--- src/rtl/dmem_loader_pkg.sv ---
`default_nettype none
// ============================================================================
//  Module      : dmem_loader_pkg
//  Description : Shared types and default constants for the dmem loader.
//                The default load window (word 32, 96 words) matches the
//                unsorted-number region used by the isort program.
//  Revision    : 1.0  initial release
// ============================================================================
package dmem_loader_pkg;

    // Loader FSM encoding
    typedef enum logic [1:0] {
        ST_IDLE = 2'd0,
        ST_LOAD = 2'd1,
        ST_DONE = 2'd2
    } state_t;

    // Default load window shared with the isort testbench
    localparam int c_DEF_BASE_WORD = 32;
    localparam int c_DEF_NUM_WORDS = 96;
    localparam int c_DEF_ADDR_W    = 10;
    localparam int c_DEF_DATA_W    = 32;

endpackage : dmem_loader_pkg
`default_nettype wire

--- src/rtl/dmem_loader_if.sv ---
`default_nettype none
// ============================================================================
//  Module      : dmem_loader_if
//  Description : Producer handshake, dmem write port and status bundle for
//                the dmem loader. The slave modport is the loader side; the
//                master modport is the producer / top-level side.
//                Optional macro DMEM_LOADER_CHECKSUM_EN adds a checksum signal.
//  Revision    : 1.0  initial release
// ============================================================================
interface dmem_loader_if
    import dmem_loader_pkg::*;
#(
    parameter int ADDR_W    = c_DEF_ADDR_W,
    parameter int DATA_W    = c_DEF_DATA_W,
    parameter int NUM_WORDS = c_DEF_NUM_WORDS
);
    localparam int CNT_W = $clog2(NUM_WORDS + 1);

    logic              start;
    logic              in_valid;
    logic [DATA_W-1:0] in_data;
    logic              in_ready;
    logic              mem_we;
    logic [ADDR_W-1:0] mem_addr;
    logic [DATA_W-1:0] mem_wdata;
    logic              cpu_reset;
    logic              busy;
    logic              done;
    logic [CNT_W-1:0]  count;
`ifdef DMEM_LOADER_CHECKSUM_EN
    logic [DATA_W-1:0] checksum;
`endif

    modport slave (
        input  start, in_valid, in_data,
        output in_ready, mem_we, mem_addr, mem_wdata, cpu_reset, busy, done, count
`ifdef DMEM_LOADER_CHECKSUM_EN
        , output checksum
`endif
    );

    modport master (
        output start, in_valid, in_data,
        input  in_ready, mem_we, mem_addr, mem_wdata, cpu_reset, busy, done, count
`ifdef DMEM_LOADER_CHECKSUM_EN
        , input checksum
`endif
    );

endinterface : dmem_loader_if
`default_nettype wire

--- src/rtl/dmem_loader.sv ---
`default_nettype none
// ============================================================================
//  Module      : dmem_loader
//  Description : Streams NUM_WORDS words from a valid/ready producer into
//                data memory starting at BASE_WORD, holding the CPU in reset
//                until the final write has been committed.
//                Optional macro DMEM_LOADER_CHECKSUM_EN adds a running sum of
//                accepted words on the checksum output.
//  Revision    : 1.0  initial release
// ============================================================================
module dmem_loader
    import dmem_loader_pkg::*;
#(
    parameter int BASE_WORD = c_DEF_BASE_WORD,
    parameter int NUM_WORDS = c_DEF_NUM_WORDS,
    parameter int ADDR_W    = c_DEF_ADDR_W,
    parameter int DATA_W    = c_DEF_DATA_W
) (
    input  wire              clk,
    input  wire              reset,
    dmem_loader_if.slave     bus
);
    localparam int CNT_W = $clog2(NUM_WORDS + 1);

    // Parameter sanity: the load window must fit in the dmem address space
    generate
        if (NUM_WORDS < 1) begin : g_num_words_err
            $error("dmem_loader: NUM_WORDS must be at least 1");
        end
        if (BASE_WORD + NUM_WORDS > (1 << ADDR_W)) begin : g_addr_range_err
            $error("dmem_loader: BASE_WORD+NUM_WORDS exceeds 2**ADDR_W");
        end
    endgenerate

    state_t            state_q, state_d;
    logic [CNT_W-1:0]  count_q, count_d;
    logic              mem_we_q, mem_we_d;
    logic [ADDR_W-1:0] mem_addr_q, mem_addr_d;
    logic [DATA_W-1:0] mem_wdata_q, mem_wdata_d;
    logic              cpu_reset_q, cpu_reset_d;
    logic              done_q, done_d;
    logic              w_xfer;
`ifdef DMEM_LOADER_CHECKSUM_EN
    logic [DATA_W-1:0] checksum_q, checksum_d;
`endif

    // A word is taken whenever the producer is valid while we sit in LOAD
    assign w_xfer = (state_q == ST_LOAD) && bus.in_valid;

    // Next-state and next-output decode; the write port is fully registered
    always_comb begin
        state_d     = state_q;
        count_d     = count_q;
        mem_we_d    = 1'b0;
        mem_addr_d  = mem_addr_q;
        mem_wdata_d = mem_wdata_q;
        cpu_reset_d = cpu_reset_q;
        done_d      = done_q;
`ifdef DMEM_LOADER_CHECKSUM_EN
        checksum_d  = checksum_q;
`endif
        case (state_q)
            ST_IDLE: begin
                if (bus.start) begin
                    state_d = ST_LOAD;
                    count_d = '0;
`ifdef DMEM_LOADER_CHECKSUM_EN
                    checksum_d = '0;
`endif
                end
            end
            ST_LOAD: begin
                if (w_xfer) begin
                    mem_we_d    = 1'b1;
                    mem_addr_d  = ADDR_W'(BASE_WORD) + ADDR_W'(count_q);
                    mem_wdata_d = bus.in_data;
                    if (count_q != CNT_W'(NUM_WORDS)) begin
                        count_d = count_q + CNT_W'(1);
                    end
`ifdef DMEM_LOADER_CHECKSUM_EN
                    checksum_d = checksum_q + bus.in_data;
`endif
                    if (count_q == CNT_W'(NUM_WORDS - 1)) begin
                        state_d = ST_DONE;
                    end
                end
            end
            ST_DONE: begin
                // The first edge here commits the last write, so the CPU is
                // released on exactly that edge.
                cpu_reset_d = 1'b0;
                done_d      = 1'b1;
                if (bus.start) begin
                    state_d     = ST_LOAD;
                    count_d     = '0;
                    cpu_reset_d = 1'b1;
                    done_d      = 1'b0;
`ifdef DMEM_LOADER_CHECKSUM_EN
                    checksum_d  = '0;
`endif
                end
            end
            default: begin
                state_d = ST_IDLE;
            end
        endcase
    end

    // State and output registers with synchronous reset
    always_ff @(posedge clk) begin
        if (reset) begin
            state_q     <= ST_IDLE;
            count_q     <= '0;
            mem_we_q    <= 1'b0;
            mem_addr_q  <= '0;
            mem_wdata_q <= '0;
            cpu_reset_q <= 1'b1;
            done_q      <= 1'b0;
`ifdef DMEM_LOADER_CHECKSUM_EN
            checksum_q  <= '0;
`endif
        end else begin
            state_q     <= state_d;
            count_q     <= count_d;
            mem_we_q    <= mem_we_d;
            mem_addr_q  <= mem_addr_d;
            mem_wdata_q <= mem_wdata_d;
            cpu_reset_q <= cpu_reset_d;
            done_q      <= done_d;
`ifdef DMEM_LOADER_CHECKSUM_EN
            checksum_q  <= checksum_d;
`endif
        end
    end

    assign bus.in_ready  = (state_q == ST_LOAD);
    assign bus.busy      = (state_q == ST_LOAD);
    assign bus.done      = done_q;
    assign bus.cpu_reset = cpu_reset_q;
    assign bus.mem_we    = mem_we_q;
    assign bus.mem_addr  = mem_addr_q;
    assign bus.mem_wdata = mem_wdata_q;
    assign bus.count     = count_q;
`ifdef DMEM_LOADER_CHECKSUM_EN
    assign bus.checksum  = checksum_q;
`endif

endmodule : dmem_loader
`default_nettype wire

--- src/flat_wrapper.sv ---
// flat-port wrapper written by rule: the top's interface ports become plain ports
module dmem_loader_flat import dmem_loader_pkg::*;
#(
    parameter int BASE_WORD = c_DEF_BASE_WORD,
    parameter int NUM_WORDS = c_DEF_NUM_WORDS,
    parameter int ADDR_W    = c_DEF_ADDR_W,
    parameter int DATA_W    = c_DEF_DATA_W
)
  (clk, reset, bus_start, bus_in_valid, bus_in_data, bus_in_ready, bus_mem_we, bus_mem_addr, bus_mem_wdata, bus_cpu_reset, bus_busy, bus_done, bus_count);
  dmem_loader_if #(.ADDR_W(ADDR_W), .DATA_W(DATA_W), .NUM_WORDS(NUM_WORDS)) bus_i ();
  input  wire clk;
  input  wire reset;
  input wire logic [$bits(bus_i.start)-1:0] bus_start;
  input wire logic [$bits(bus_i.in_valid)-1:0] bus_in_valid;
  input wire logic [$bits(bus_i.in_data)-1:0] bus_in_data;
  output wire logic [$bits(bus_i.in_ready)-1:0] bus_in_ready;
  output wire logic [$bits(bus_i.mem_we)-1:0] bus_mem_we;
  output wire logic [$bits(bus_i.mem_addr)-1:0] bus_mem_addr;
  output wire logic [$bits(bus_i.mem_wdata)-1:0] bus_mem_wdata;
  output wire logic [$bits(bus_i.cpu_reset)-1:0] bus_cpu_reset;
  output wire logic [$bits(bus_i.busy)-1:0] bus_busy;
  output wire logic [$bits(bus_i.done)-1:0] bus_done;
  output wire logic [$bits(bus_i.count)-1:0] bus_count;
  assign bus_i.start = bus_start;
  assign bus_i.in_valid = bus_in_valid;
  assign bus_i.in_data = bus_in_data;
  assign bus_in_ready = bus_i.in_ready;
  assign bus_mem_we = bus_i.mem_we;
  assign bus_mem_addr = bus_i.mem_addr;
  assign bus_mem_wdata = bus_i.mem_wdata;
  assign bus_cpu_reset = bus_i.cpu_reset;
  assign bus_busy = bus_i.busy;
  assign bus_done = bus_i.done;
  assign bus_count = bus_i.count;
  dmem_loader #(.BASE_WORD(BASE_WORD), .NUM_WORDS(NUM_WORDS), .ADDR_W(ADDR_W), .DATA_W(DATA_W)) u_core (.clk(clk), .reset(reset), .bus(bus_i));
endmodule
--- config.mk ---
export PLATFORM = sky130hd
export DESIGN_NAME = dmem_loader_flat
export DESIGN_NICKNAME = d
export VERILOG_FILES = /design/src/rtl/dmem_loader_pkg.sv /design/src/rtl/dmem_loader_if.sv /design/src/rtl/dmem_loader.sv /design/src/flat_wrapper.sv
export SDC_FILE = /design/constraint.sdc
export NUM_CORES = 1
export LEC_CHECK = 0
export ABC_AREA = 1
export CORE_MARGIN = 2
export CORE_UTILIZATION = 38
export DETAILED_ROUTE_END_ITERATION = 10
export PLACE_DENSITY = 0.75
export SYNTH_ARGS = -nofsm -noshare
export SYNTH_HDL_FRONTEND = slang
export SYNTH_SLANG_ARGS = --single-unit
--- constraint.sdc ---
create_clock -name clk -period 1.2 [get_ports clk]
set_input_delay 0.12 -clock clk [delete_from_list [all_inputs] [get_ports clk]]
set_output_delay 0.12 -clock clk [all_outputs]
set_load 0.02 [all_outputs]
* After elaboration in Yosys (flattened, before gate mapping) *
Index checks and enable logic that the tools add are counted.

operators by class
  add/subtract/negate cells = 2
  equality and inequality tests = 8
  muxes and demuxes = 11
  bitwise logic cells = 1
  reduce and logical (&&, ||, !) cells = 8

operators by type and width
  operator               count
  $mux W7                3
  $pmux W7 S2            1
  $add A6 B7 Y8 const A  1
  $ne A2 B1 Y1 const B   4
  $add A7 B1 Y7 const B  1
  $eq A7 B7 Y1 const B   1
  $ne A7 B7 Y1 const B   1
  $mux W2                3
  $pmux W2 S2            1
  $reduce_and A4 Y1      1
  $reduce_or A2 Y1       2
  $mux W1                3
  $reduce_and A3 Y1      1
  $eq A2 B1 Y1 const B   1
  $eq A2 B2 Y1 const B   1
  $logic_not A2 Y1       1
  $reduce_and A2 Y1      1
  $reduce_bool A2 Y1     1
  $logic_and A1 B1 Y1    1
  $not A1 Y1             1

word-level totals
  register bits = 54
  input bits = 36
  output and inout port bits = 54
  logic and storage cells = 37

* Longest topological paths before layout *
Gate-level depths: netlist of run 1.

  word-level depth = 4
  gate-level depth with buffers = 10
  depth with buffers taken out = 10

* Least setup slack after synthesis of run 1 *
OpenSTA, ideal clock, no wires.

  path kind = register to register
  start point = register u_core.count_q[0] (netlist: u_core.bus.count[0])
  end point = register u_core.count_q[3] (netlist: u_core.bus.count[3])
  library setup time = 109 ps
  data arrival time = 1,257 ps
  path slack = -166 ps
  stages on the path, launching flop included = 11
  period minus slack after synthesis = 1,366 ps
  cell sequence = dfxtp_1 -> inv_1 -> ha_1 -> nand2_1 -> nor2_1 -> nand2_2 -> nand2_4 -> nand2_1 -> nand2_1 -> nand2_1 -> inv_1

between the ends
  longest elaborated chain between the ends = 4
  elaborated cells on any way between the ends = 7
  classes of those cells = add/sub (1); eq/ne (2); mux (3); reduce/logical (1)

ends and longest elaborated chain
  item                      line                source
  start: declaration        dmem_loader.sv:36   logic [CNT_W-1:0] count_q, count_d;
  start signal: assignment  dmem_loader.sv:124  count_q <= count_d;
  $add A7 B1 Y7             dmem_loader.sv:78   count_d = count_q + CNT_W'(1);
  $mux W7                   dmem_loader.sv:77   if (count_q != CNT_W'(NUM_WORDS)) begin
  $mux W7                   dmem_loader.sv:73   if (w_xfer) begin
  $pmux W7 S2               dmem_loader.sv:62   case (state_q)

Several ways; a longest one is shown, not always the timed one. The select of a mux whose other input is x is not followed.
A chain may end at the register's enable or synchronous reset.

* Worst setup path in the final report of run 1 *
  start point = register u_core.count_q[0] (netlist: u_core.bus.count[0])
  end point = register u_core.count_q[4] (netlist: u_core.bus.count[4])

Same word-level chain as after synthesis.

==> impl_metrics.csv, run 1 <==
group,metric,value,unit
status,outcome,"finished clean",
global_routing,number_of_antenna_violations_at_the_first_check_in_global_routing,0,
floorplanning,effective_utilization_at_floorplan,39.6,%
floorplanning,core.rowCount,27,
detailed_routing,antenna_violating_nets_post_route,0,
global_routing,first_pass_grt_wire_length,9200,um
setup_path,rr_worst_depth,9,
floorplanning,die_x,80.0,um
floorplanning,fp.coreArea,5540,um2
timing,finalCritPeriodShare,99.8,%
logic_synthesis,ys_types,25,
finish,final_cell_area,3390,um2
clock_network,clk_path_buf_depth,2,
logic_synthesis,synthArstFlopShare,0,%
power,p_leak,0.00149,uW
logic_synthesis,synth_area_leader_cell,"sky130_fd_sc_hd__dfxtp_1",
clock_network,clkLatencyLatePin,0.31,ns
power,peakVddDrop,0.000797,V
floorplanning,chipHeight,80.0,um
logic_synthesis,postSynthAreaPerCell,7.49,um2
timing,setup_viol,0,
setup_path,worstPathRequired,1.44,ns
place,placer_s_final_routability_congestion_estimate,0.844,
global_routing,first_global_vias,2020,
finish,diodes,0,
detailed_routing,first_iter_violations,101,
place,placed_area,3240,um2
floorplanning,ioPinCount,90,
timing,finalHoldViolCount,0,
clock_network,tritoncts_clock_tree,"yes",
detailed_routing,drt-vias-per-instance,4.83,
finish,synthToLayoutAreaGrowth,54.3,%
clock_network,clock_pin_slew_of_the_registers_on_the_worst_case_setup_and_hold_paths,0.09,ns
global_routing,grt.met1_usage,22.3,%
hold_path,hp-start,"reset",
clock_network,h-tree-depth,2,
logic_synthesis,post_synth_main_area_contributors,"sky130_fd_sc_hd__dfxtp_1 (47%), sky130_fd_sc_hd__nand2_1 (12%), sky130_fd_sc_hd__nand3_1 (11%), sky130_fd_sc_hd__a21oi_1 (10%), sky130_fd_sc_hd__inv_1 (2.7%)",
logic_synthesis,postSynthRegisterBits,52,
clock_network,postCtsHoldBufs,0,
global_routing,global_route.usage.met2,30.6,%
clock_network,cts_inserted_buffers,5,
logic_synthesis,yosysMostFrequentCell,"sky130_fd_sc_hd__nand2_1",
detailed_routing,routed_wirelength,6070,um
power,power-per-cell-area,1020,nW/um2
global_routing,grt.total_usage,18.1,%
floorplanning,die_area,6400,um2
finish,design.final.nets,427,
setup_path,critical_path.endpoint_type,"flip-flop",
detailed_routing,drc_errors,0,
place,place.detailed.hpwl,4100,um
logic_synthesis,synthFlopType,"sky130_fd_sc_hd__dfxtp_1",
logic_synthesis,yosys_warn_count,0,
logic_synthesis,synth_enable_flop_cells,0,
setup_path,worst_setup_path_start_kind,"flip-flop",
finish,post_route_cells_drive_above_1_share,20.3,%
global_routing,global_route.peak_usage_layer,"met2",
logic_synthesis,yosysSeqAreaShare,47.4,%
timing,slew_viol_final,0,
detailed_routing,routed_wire_length_per_instance,13.2,um
job,maxCapViolCount,0,
detailed_routing,drtPass1Iterations,4,
setup_path,arrival,1.44,ns
setup_path,worstReg2RegStart,"u_core.bus.count[0]",
global_routing,grt.met3_usage,3.62,%
power,post-layout-total-power,3460,uW
logic_synthesis,netlist_area,2190,um2
timing,final.min_clock_period,1.20,ns
hold_path,min_delay_path_depth,2,
global_routing,grt_max_degree,42,
setup_path,crit-reg2reg-capture,"u_core.bus.count[4]",
detailed_routing,vias,2227,
timing,skew,0.00644,ns
setup_path,cp_max_fo,5,
logic_synthesis,synth_top_cell_area_share,47.4,%
setup_path,worstSetupPathType,"reg -> reg",
global_routing,grt_remaining_overflow,0,
hold_path,hp-class,"in -> reg",
logic_synthesis,commonest_cells_in_the_netlist,"sky130_fd_sc_hd__nand2_1 (70), sky130_fd_sc_hd__dfxtp_1 (52), sky130_fd_sc_hd__nand3_1 (49)",
hold_path,timing.hold.worst_endpoint,"u_core.bus.count[0]",
logic_synthesis,post_synth_inst_count,293,
setup_path,worst-r2r-setup-slack,0.002,ns
timing,peak_clock_frequency_supported_by_timing,835,MHz
clock_network,cts.repair_timing.setup_buffer_count,0,
place,place.port_buffers,87,
clock_network,cts_num_sinks,52,
timing,rsz0062_at_grt,"yes",
clock_network,root_buffer,"sky130_fd_sc_hd__clkbuf_8",
## sequential cells by signal, summed over array words and instances (netlist names)
| name | cells |
|---|---|
| u_core.bus.count | 7 |
| u_core.bus.mem_addr | 8 |
| u_core.bus.mem_wdata | 32 |
| u_core.bus.done | 1 |
| u_core.state_q | 2 |
| u_core.bus.mem_we | 1 |
| u_core.bus.cpu_reset | 1 |
## cell families after synthesis
group	share of synthesized area (%)
other cells	0.171
flops	47.4
xor+xnor	0.399
compound gates	11.5
fa+ha+maj	1.71
simple gates	30.2
buf+inv	8.55
## report_power, final
part | switching, uW | internal [uW] | total [uW]
Sequential | 27.8 | 1770 | 1800
Combinational | 320 | 273 | 593
Clock | 593 | 473 | 1070
## what timing repair did
action / 4_1_cts / 5_1_grt
resized for setup: 81 / 29
pin swaps: 4 / 8
endpoints found under the setup margin: 86 / 46
## worst max-delay path, stage by stage, from the launching register on
cell                      delay (ns)
sky130_fd_sc_hd__dfxtp_4        0.40
sky130_fd_sc_hd__inv_2          0.05
sky130_fd_sc_hd__ha_4           0.15
sky130_fd_sc_hd__nand2_4        0.07
sky130_fd_sc_hd__inv_1          0.05
sky130_fd_sc_hd__nand2_1        0.06
sky130_fd_sc_hd__nor2_2         0.04
sky130_fd_sc_hd__nor2_2         0.11
sky130_fd_sc_hd__nand2_1        0.06
sky130_fd_sc_hd__a21oi_1        0.12
## metrics by stage
stage                     util [%]  setup TNS [ns]  instances  worst slack, ns  hold slack, ns
final                         61.1               0        461          0.00222           0.106
after global routing          61.1          -0.272        461          -0.0934           0.133
after CTS                     59.9          -0.283        461          -0.0894           0.106
after detailed placement      58.5           -7.87        453           -0.219           0.442
after global placement        58.5           -6.95        453           -0.174           0.438
after floorplan                  -               0        294          0.00504           0.280
## layout make-up
cell class	count	area, um2
fill	520	2150
multi-input combinational	201	1070
sequential	52	1060
timing repair buffer	109	1000
tap	72	90.1
clock buffer	6	82.6
inverter	19	73.8
clock inverter	2	13.8
## layer usage
metal / share of wire (%) / vias to the layer above / wire length, um
met2: 48 / 64 / 2930
met4: 2.3 / 0 / 142
met3: 5.7 / 13 / 345
li1: - / 1143 / -
met5: 0 / - / 0
met1: 44 / 1007 / 2650
## worst max-delay path by stage
stage,from,endpoint,slack (ns),cells after the start
finish,u_core.bus.count[0],u_core.bus.count[4],0.002,9
global route,u_core.bus.count[0],u_core.bus.count[4],-0.09,9
CTS,u_core.state_q[0],bus_in_ready,-0.09,3
detailed placement,bus_in_valid,u_core.state_q[0],-0.22,8
global placement,bus_in_valid,u_core.bus.count[3],-0.17,8
floorplan,u_core.bus.count[0],u_core.bus.count[3],0.005,10
## cell usage in the layout, fill, tap and decap left out, drive strengths merged
master / n
inv: 20
xor2: 1
nand2: 73
clkdlybuf4s50: 34
a21o: 1
clkinv: 1
a21oi: 44
ha: 3
buf: 26
nand3b: 1
nor3: 1
clkdlybuf4s15: 4
nor2: 16
o21ai: 5
dlygate4sd2: 43
nand3: 50
clkbuf: 8
dfxtp: 52
nand4: 4
conb: 2
Note: power is estimated with default switching activity, not from simulation.
==> run 2: changes to the inputs <==
--- a/config.mk
+++ b/config.mk
@@ -6,6 +6,7 @@
 export NUM_CORES = 1
 export LEC_CHECK = 0
 export ABC_AREA = 1
+export CAP_MARGIN = 25
 export CORE_MARGIN = 2
 export CORE_UTILIZATION = 38
 export DETAILED_ROUTE_END_ITERATION = 10
==> results of run 2 <==
The final DEF is identical to that of run 1; final timing and power are the same.
